[config.mk]
export PLATFORM = sky130hd
export DESIGN_NAME = nw_stream_aligner_flat
export DESIGN_NICKNAME = d
export VERILOG_FILES = /design/src/rtl/nw_stream_aligner_if.sv /design/src/rtl/nw_stream_aligner.sv /design/src/flat_wrapper.sv
export SDC_FILE = /design/constraint.sdc
export NUM_CORES = 2
export LEC_CHECK = 0
export CORE_MARGIN = 1.5
export CORE_UTILIZATION = 40
export DETAILED_ROUTE_END_ITERATION = 10
export GPL_TIMING_DRIVEN = 0
export PLACE_DENSITY = 0.67
export SYNTH_ARGS = -nofsm -noshare
export SYNTH_HDL_FRONTEND = slang
export SYNTH_SLANG_ARGS = --single-unit
export TNS_END_PERCENT = 1
[constraint.sdc]
create_clock -name clk -period 17.35 [get_ports clk]
set_input_delay 5.205 -clock clk [delete_from_list [all_inputs] [get_ports clk]]
set_output_delay 5.205 -clock clk [all_outputs]
set_load 0.01 [all_outputs]
[src/rtl/nw_stream_aligner_if.sv]
// Traceback coordinate stream from the aligner to the alignment writer.
// The master drives coordinates and the slave accepts them with tb_ready.
interface nw_stream_aligner_if #(
  parameter int CORD_LENGTH = 8
);
  logic                   tb_valid;
  logic                   tb_ready;
  logic [CORD_LENGTH-1:0] tb_x;
  logic [CORD_LENGTH-1:0] tb_y;
  logic                   tb_last;

  modport master (
    output tb_valid,
    output tb_x,
    output tb_y,
    output tb_last,
    input  tb_ready
  );

  modport slave (
    input  tb_valid,
    input  tb_x,
    input  tb_y,
    input  tb_last,
    output tb_ready
  );
endinterface

[src/rtl/nw_stream_aligner.sv]
// Sequential Needleman-Wunsch scorer: one DP cell per clock through a row buffer,
// then the traceback path is streamed as (x,y) coordinates over valid/ready.
//
// state | meaning
// IDLE  | waiting for start; latches strings, lengths and weights on a legal start
// FILL  | computing cell (y,x) row-major, writing H to the row buffer and dir RAM
// TRACE | presenting the current path coordinate, stepping on each handshake
module nw_stream_aligner #(
  parameter int         MAX_LEN     = 16,
  parameter int         CWIDTH      = 2,
  parameter int         SWIDTH      = 16,
  parameter int         CORD_LENGTH = 8,
  parameter logic [1:0] TOP_DIR     = 2'b00,
  parameter logic [1:0] LEFT_DIR    = 2'b01,
  parameter logic [1:0] CORNER_DIR  = 2'b10
) (
  input  logic                          clk,
  input  logic                          reset,
  input  logic                          start,
  input  logic [CORD_LENGTH-1:0]        len1,
  input  logic [CORD_LENGTH-1:0]        len2,
  input  logic [MAX_LEN*CWIDTH-1:0]     s1,
  input  logic [MAX_LEN*CWIDTH-1:0]     s2,
  input  logic signed [SWIDTH-1:0]      match_w,
  input  logic signed [SWIDTH-1:0]      mismatch_w,
  input  logic signed [SWIDTH-1:0]      indel_w,
  output logic                          busy,
  output logic                          error,
  output logic signed [SWIDTH-1:0]      score,
  output logic                          score_valid,
  nw_stream_aligner_if.master           tb,
  output logic                          done
);

  localparam int IDXW = (MAX_LEN > 1) ? $clog2(MAX_LEN) : 1;

  typedef enum logic [1:0] {IDLE, FILL, TRACE} state_t;

  state_t                       state;
  logic [MAX_LEN*CWIDTH-1:0]    s1_q, s2_q;
  logic [CORD_LENGTH-1:0]       len1_q, len2_q;
  logic signed [SWIDTH-1:0]     match_q, mismatch_q, indel_q;
  logic [CORD_LENGTH-1:0]       x_q, y_q;
  logic signed [SWIDTH-1:0]     x_ind, y_ind;
  logic signed [SWIDTH-1:0]     left_q, diag_q;

  logic                         tb_valid_q, tb_last_q;
  logic [CORD_LENGTH-1:0]       tb_x_q, tb_y_q;

  logic signed [SWIDTH-1:0]     row_buf [MAX_LEN];
  logic [1:0]                   dir_mem [MAX_LEN][MAX_LEN];

  logic [IDXW-1:0]              xi, yi, txi, tyi;
  logic [CWIDTH-1:0]            c1, c2;
  logic signed [SWIDTH-1:0]     above, left, corner;
  logic signed [SWIDTH-1:0]     cand_a, cand_l, cand_c, h;
  logic [1:0]                   dir, trace_dir;
  logic                         row_end, last_cell;
  logic [CORD_LENGTH-1:0]       next_x, next_y;

  function automatic logic [CWIDTH-1:0] char_at(input logic [MAX_LEN*CWIDTH-1:0] s,
                                                input logic [IDXW-1:0] i);
    return s[(MAX_LEN - 1 - int'(i)) * CWIDTH +: CWIDTH];
  endfunction

  function automatic logic len_ok(input logic [CORD_LENGTH-1:0] l);
    return (l != '0) && (l <= CORD_LENGTH'(MAX_LEN));
  endfunction

  assign xi  = x_q[IDXW-1:0];
  assign yi  = y_q[IDXW-1:0];
  assign txi = tb_x_q[IDXW-1:0];
  assign tyi = tb_y_q[IDXW-1:0];
  assign c1  = char_at(s1_q, yi);
  assign c2  = char_at(s2_q, xi);

  // x_ind / y_ind track x*indel and y*indel so the borders need no multiplier.
  always_comb begin
    above  = (y_q == '0) ? x_ind + indel_q : row_buf[xi];
    left   = (x_q == '0) ? y_ind + indel_q : left_q;
    corner = (y_q == '0) ? x_ind : ((x_q == '0) ? y_ind : diag_q);
    cand_a = above + indel_q;
    cand_l = left + indel_q;
    cand_c = corner + ((c1 == c2) ? match_q : mismatch_q);
    if (cand_a > cand_l && cand_a > cand_c) begin
      h   = cand_a;
      dir = TOP_DIR;
    end else if (cand_l > cand_a && cand_l > cand_c) begin
      h   = cand_l;
      dir = LEFT_DIR;
    end else begin
      h   = cand_c;
      dir = CORNER_DIR;
    end
  end

  assign row_end   = (x_q == len2_q - CORD_LENGTH'(1));
  assign last_cell = row_end && (y_q == len1_q - CORD_LENGTH'(1));

  always_comb begin
    trace_dir = dir_mem[tyi][txi];
    next_x    = tb_x_q;
    next_y    = tb_y_q;
    if (tb_x_q == '0 || trace_dir == TOP_DIR) begin
      next_y = tb_y_q - CORD_LENGTH'(1);
    end else if (tb_y_q == '0 || trace_dir == LEFT_DIR) begin
      next_x = tb_x_q - CORD_LENGTH'(1);
    end else begin
      next_x = tb_x_q - CORD_LENGTH'(1);
      next_y = tb_y_q - CORD_LENGTH'(1);
    end
  end

  // Row buffer holds H[y-1][x] until cell (y,x) overwrites it with H[y][x].
  always_ff @(posedge clk) begin
    if (state == FILL) begin
      row_buf[xi]     <= h;
      dir_mem[yi][xi] <= dir;
    end
  end

  always_ff @(posedge clk) begin
    if (reset) begin
      state       <= IDLE;
      busy        <= 1'b0;
      error       <= 1'b0;
      done        <= 1'b0;
      score       <= '0;
      score_valid <= 1'b0;
      tb_valid_q  <= 1'b0;
      tb_last_q   <= 1'b0;
      tb_x_q      <= '0;
      tb_y_q      <= '0;
      s1_q        <= '0;
      s2_q        <= '0;
      len1_q      <= '0;
      len2_q      <= '0;
      match_q     <= '0;
      mismatch_q  <= '0;
      indel_q     <= '0;
      x_q         <= '0;
      y_q         <= '0;
      x_ind       <= '0;
      y_ind       <= '0;
      left_q      <= '0;
      diag_q      <= '0;
    end else begin
      error <= 1'b0;
      done  <= 1'b0;
      case (state)
        IDLE: begin
          if (start) begin
            if (len_ok(len1) && len_ok(len2)) begin
              s1_q        <= s1;
              s2_q        <= s2;
              len1_q      <= len1;
              len2_q      <= len2;
              match_q     <= match_w;
              mismatch_q  <= mismatch_w;
              indel_q     <= indel_w;
              x_q         <= '0;
              y_q         <= '0;
              x_ind       <= '0;
              y_ind       <= '0;
              busy        <= 1'b1;
              score_valid <= 1'b0;
              state       <= FILL;
            end else begin
              error <= 1'b1;
            end
          end
        end
        FILL: begin
          left_q <= h;
          diag_q <= above;
          if (row_end) begin
            x_q   <= '0;
            x_ind <= '0;
            y_q   <= y_q + CORD_LENGTH'(1);
            y_ind <= y_ind + indel_q;
          end else begin
            x_q   <= x_q + CORD_LENGTH'(1);
            x_ind <= x_ind + indel_q;
          end
          if (last_cell) begin
            score       <= h;
            score_valid <= 1'b1;
            tb_valid_q  <= 1'b1;
            tb_x_q      <= len2_q - CORD_LENGTH'(1);
            tb_y_q      <= len1_q - CORD_LENGTH'(1);
            tb_last_q   <= (len1_q == CORD_LENGTH'(1)) && (len2_q == CORD_LENGTH'(1));
            state       <= TRACE;
          end
        end
        TRACE: begin
          if (tb_valid_q && tb.tb_ready) begin
            if (tb_last_q) begin
              tb_valid_q <= 1'b0;
              tb_last_q  <= 1'b0;
              tb_x_q     <= '0;
              tb_y_q     <= '0;
              done       <= 1'b1;
              busy       <= 1'b0;
              state      <= IDLE;
            end else begin
              tb_x_q    <= next_x;
              tb_y_q    <= next_y;
              tb_last_q <= (next_x == '0) && (next_y == '0);
            end
          end
        end
        default: state <= IDLE;
      endcase
    end
  end

  assign tb.tb_valid = tb_valid_q;
  assign tb.tb_x     = tb_x_q;
  assign tb.tb_y     = tb_y_q;
  assign tb.tb_last  = tb_last_q;

endmodule

[src/flat_wrapper.sv]
// flat-port wrapper written by rule: the top's interface ports become plain ports
module nw_stream_aligner_flat 
#(
  parameter int         MAX_LEN     = 16,
  parameter int         CWIDTH      = 2,
  parameter int         SWIDTH      = 16,
  parameter int         CORD_LENGTH = 8,
  parameter logic [1:0] TOP_DIR     = 2'b00,
  parameter logic [1:0] LEFT_DIR    = 2'b01,
  parameter logic [1:0] CORNER_DIR  = 2'b10
)
  (clk, reset, start, len1, len2, s1, s2, match_w, mismatch_w, indel_w, busy, error, score, score_valid, done, tb_tb_valid, tb_tb_x, tb_tb_y, tb_tb_last, tb_tb_ready);
  nw_stream_aligner_if #(.CORD_LENGTH(CORD_LENGTH)) tb_i ();
  input  logic clk;
  input  logic reset;
  input  logic start;
  input  logic [CORD_LENGTH-1:0] len1;
  input  logic [CORD_LENGTH-1:0] len2;
  input  logic [MAX_LEN*CWIDTH-1:0] s1;
  input  logic [MAX_LEN*CWIDTH-1:0] s2;
  input  logic signed [SWIDTH-1:0] match_w;
  input  logic signed [SWIDTH-1:0] mismatch_w;
  input  logic signed [SWIDTH-1:0] indel_w;
  output logic busy;
  output logic error;
  output logic signed [SWIDTH-1:0] score;
  output logic score_valid;
  output logic done;
  output wire logic [$bits(tb_i.tb_valid)-1:0] tb_tb_valid;
  output wire logic [$bits(tb_i.tb_x)-1:0] tb_tb_x;
  output wire logic [$bits(tb_i.tb_y)-1:0] tb_tb_y;
  output wire logic [$bits(tb_i.tb_last)-1:0] tb_tb_last;
  input wire logic [$bits(tb_i.tb_ready)-1:0] tb_tb_ready;
  assign tb_tb_valid = tb_i.tb_valid;
  assign tb_tb_x = tb_i.tb_x;
  assign tb_tb_y = tb_i.tb_y;
  assign tb_tb_last = tb_i.tb_last;
  assign tb_i.tb_ready = tb_tb_ready;
  nw_stream_aligner #(.MAX_LEN(MAX_LEN), .CWIDTH(CWIDTH), .SWIDTH(SWIDTH), .CORD_LENGTH(CORD_LENGTH), .TOP_DIR(TOP_DIR), .LEFT_DIR(LEFT_DIR), .CORNER_DIR(CORNER_DIR)) u_core (.clk(clk), .reset(reset), .start(start), .len1(len1), .len2(len2), .s1(s1), .s2(s2), .match_w(match_w), .mismatch_w(mismatch_w), .indel_w(indel_w), .busy(busy), .error(error), .score(score), .score_valid(score_valid), .tb(tb_i), .done(done));
endmodule
==> metrics.json <==
{
  "vias_per_cell": {"value": 5.75},
  "netlist.top_cell.by_area": {"value": "sky130_fd_sc_hd__edfxtp_1"},
  "layout_common_cells": {"value": "sky130_fd_sc_hd__edfxtp_1, sky130_fd_sc_hd__nor2_1, sky130_fd_sc_hd__nand2_1"},
  "synth.avg_cell_area": {"value": 13.3, "unit": "um2"},
  "synth_top_area_share": {"value": 49.2, "unit": "%"},
  "numCtsBuffers": {"value": 100},
  "dp_hpwl": {"value": 94100, "unit": "um"},
  "leakagePower": {"value": 18.3, "unit": "nW"},
  "tritoncts": {"value": "done"},
  "peakVddDrop": {"value": 0.0774, "unit": "mV"},
  "final-setup-viol-count": {"value": 0},
  "postCtsHoldBufs": {"value": 0},
  "globalRoute.totalOverflow": {"value": 0},
  "grt_antenna_before_repair": {"value": 0},
  "mostFrequentLayoutCell": {"value": "sky130_fd_sc_hd__edfxtp_1"},
  "worst_slew_pin_slew": {"value": 1.30, "unit": "ns"},
  "timing.max_slew.rel_slack": {"value": 13.0, "unit": "%"},
  "start_util": {"value": 40.3, "unit": "%"},
  "post_synth_mux_area_share": {"value": 13.6, "unit": "%"},
  "worst-endpoint-arrival": {"value": 11.48, "unit": "ns"},
  "final.hold.worst_slack": {"value": 0.447, "unit": "ns"},
  "antenna_cells": {"value": 0},
  "setup_bufs_post_cts": {"value": 0},
  "fin_ws": {"value": 6.16, "unit": "ns"},
  "via_count_of_the_first_global_routing_pass": {"value": 30600},
  "drive_gt1_share": {"value": 12.6, "unit": "%"},
  "remaining_drc_errors": {"value": 0},
  "post_dr_wirelength_cell": {"value": 25.0, "unit": "um"},
  "floorplan.core_area": {"value": 116000, "unit": "um2"},
  "synth_top_family_by_area": {"value": "multiplexers"},
  "routability_driven_placement_congestion_ratio": {"value": 0.944},
  "ys_async_sr_fraction": {"value": 0, "unit": "%"},
  "postSynth.topFlopCell": {"value": "sky130_fd_sc_hd__edfxtp_1"},
  "run_status": {"value": "finished clean"},
  "synth_adder_area_share": {"value": 4.05, "unit": "%"},
  "io_pins": {"value": 170},
  "floorplan.die_area": {"value": 119000, "unit": "um2"},
  "rows": {"value": 125},
  "pin_count_of_the_biggest_net_entering_global_routing": {"value": 156},
  "grt_util_all_layers": {"value": 22.3, "unit": "%"},
  "timing.critical_path.to_type": {"value": "register"},
  "yosys-top-cells-area": {"value": "sky130_fd_sc_hd__edfxtp_1, sky130_fd_sc_hd__mux4_2, sky130_fd_sc_hd__dfxtp_1"},
  "vias": {"value": 31200},
  "fin_util": {"value": 46.4, "unit": "%"},
  "grt_first_pass_wirelength": {"value": 199000, "unit": "um"},
  "fin_nets": {"value": 4088},
  "cts_resized": {"value": 0},
  "worst_setup_path_start_kind": {"value": "register"},
  "synth_xor_area_share": {"value": 2.07, "unit": "%"},
  "place_area": {"value": 50600, "unit": "um2"},
  "reg2regPathDepth": {"value": 33},
  "hold_path.class": {"value": "register to register"},
  "synth_area": {"value": 46900, "unit": "um2"},
  "rr_startpoint": {"value": "u_core.x_q[1]"},
  "die_width": {"value": 345, "unit": "um"},
  "period_minus_slack": {"value": 11.19, "unit": "ns"},
  "hold_start": {"value": "u_core.s1_q[10]"},
  "dr.first_iter.drc_count": {"value": 3897},
  "dpl_worst_slack": {"value": 6.54, "unit": "ns"},
  "syn2layout_area_growth": {"value": 14.9, "unit": "%"},
  "edff_count_synth": {"value": 768},
  "clock_insertion_delay_worst_skew": {"value": 0.69, "unit": "ns"},
  "synthCells": {"value": 3533},
  "postRouteAntennaNets": {"value": 0},
  "clk_transition_reported_paths": {"value": 0.06, "unit": "ns"},
  "final.setup_skew": {"value": 0.0342, "unit": "ns"},
  "regToRegEndpoint": {"value": "u_core.row_buf[1][11]"},
  "synth_cell_types": {"value": 91},
  "critical-path-slowest-cell": {"value": "sky130_fd_sc_hd__a221oi_1"},
  "yosys_warnings": {"value": 0},
  "critical-path-max-stage-delay": {"value": 0.96, "unit": "ns"},
  "io_buffer_count": {"value": 168},
  "cap_violations": {"value": 0},
  "die_height": {"value": 345, "unit": "um"},
  "post_synthesis_sequential_element_count": {"value": 1024},
  "min_delay_path_depth": {"value": 2},
  "setup_repair_after_global_routing_missed_its_margin": {"value": "false"},
  "clock-root-buffer": {"value": "sky130_fd_sc_hd__clkbuf_16"},
  "report.final.hold_viol_count": {"value": 0},
  "synth_compound_area_share": {"value": 7.65, "unit": "%"},
  "route.final.wire_length": {"value": 136000, "unit": "um"},
  "slew_violations": {"value": 0},
  "synth_simple_gate_area_share": {"value": 9.54, "unit": "%"},
  "drtPass1Iterations": {"value": 9},
  "ys_seq_area_share": {"value": 60.1, "unit": "%"},
  "hold_end": {"value": "u_core.s1_q[10]"},
  "powerDensity": {"value": 96.5, "unit": "nW/um2"},
  "syn_nets": {"value": 3813},
  "reg2reg_slack": {"value": 6.16, "unit": "ns"},
  "crit_path_max_fanout": {"value": 111},
  "period_share": {"value": 64.5, "unit": "%"},
  "cts_sinks": {"value": 1024},
  "worst-endpoint-required": {"value": 17.64, "unit": "ns"},
  "clock_h_tree_levels": {"value": 3},
  "fmax": {"value": 89.4, "unit": "MHz"},
  "final.setup.tns": {"value": 0, "unit": "ns"},
  "crit_type": {"value": "register to register"},
  "cts_max_path_buffers": {"value": 3},
  "fin_area": {"value": 53900, "unit": "um2"}
}
[area by class of cell]
class | instances | area (um2)
Inverter | 115 | 439
Clock inverter | 55 | 606
Buffer | 199 | 948
Clock buffer | 129 | 2720
Multi-Input combinational cell | 2195 | 17300
Timing Repair Buffer | 173 | 1760
Sequential cell | 1024 | 28200
Tap cell | 1524 | 1910
Fill cell | 10200 | 62300
[where the power goes]
part	switching, mW	internal, mW	leakage, nW
Clock	0.963	1.26	1.62
Combinational	0.199	0.151	7.41
Sequential	0.0114	2.62	9.29
Total	1.17	4.03	18.3
[flip-flops by register name (all words and copies together), names as in the netlist, 16 cells and up, named ones only]
signal             cells
u_core.diag_q         16
u_core.match_q        16
u_core.dir_mem       512
u_core.row_buf       256
u_core.score          16
u_core.y_ind          16
u_core.x_ind          16
u_core.left_q         16
u_core.s2_q           32
u_core.indel_q        16
u_core.s1_q           32
u_core.mismatch_q     16
[worst max path at each step]
stage	from	to	slack, ns
6_report	u_core.x_q[1]	u_core.row_buf[1][11]	6.16
4_1_cts	u_core.x_q[1]	u_core.row_buf[1][11]	6.43
5_1_grt	u_core.x_q[1]	u_core.row_buf[1][11]	5.91
3_5_place_dp	u_core.y_q[0]	u_core.row_buf[0][11]	6.54
3_3_place_gp	u_core.y_q[0]	u_core.row_buf[0][1]	2.96
2_1_floorplan	u_core.y_q[0]	u_core.row_buf[0][11]	8.10
[layer usage]
metal	up-vias	track usage, %	part of all wire (%)
met5	-	0	0
met4	0	7.43	3.5
met3	252	3.93	8.4
met2	1473	35.9	47
met1	15600	30.5	41
li1	13800	-	-
[stage by stage]
| step | power, mW | cells |
|---|---|---|
| final | 5.20 | 5414 |
| after floorplan | 2.89 | 3533 |
| after detailed placement | 3.02 | 5230 |
| after global placement | 3.02 | 5225 |
| after CTS | 5.21 | 5414 |
| after global routing | 5.33 | 5414 |
[logic make-up (layout without fill, tap and decap cells)]
logic type      after synthesis  in the layout
compound gates              546            546
flops                      1024           1024
xor+xnor                    111            111
buf+inv                     314            671
simple gates               1047           1047
mux                         342            342
fa+ha+maj                   149            149
[worst max-delay path: cells and delay by family (launching register included)]
kind | cells | cell delay, ns
AO/OA/AOI/OAI | 13 | 4.23
adder cells (fa/ha/maj) | 4 | 1.03
buffers and inverters | 7 | 2.53
flip-flops | 1 | 0.67
multiplexers | 1 | 0.28
AND/OR/NAND/NOR | 8 | 1.98
[cell usage after synthesis (all sizes together), types with 11 or more instances]
cell type / number
a311oi: 16
and3: 28
a22oi: 18
o21bai: 13
a221oi: 21
nor2b: 24
nor2: 448
mux2: 37
a21oi: 222
nand2: 372
o21ai: 60
or2: 11
inv: 111
nor3: 41
mux2i: 72
xor2: 47
dfxtp: 256
a21o: 32
nand3: 40
o21a: 19
clkbuf: 146
edfxtp: 768
a211oi: 43
nand2b: 12
a22o: 14
buf: 53
mux4: 233
nand4: 17
xnor2: 64
ha: 143
nor4: 13
a31oi: 12
o31ai: 11
Note: power is estimated with default switching activity, not from simulation.
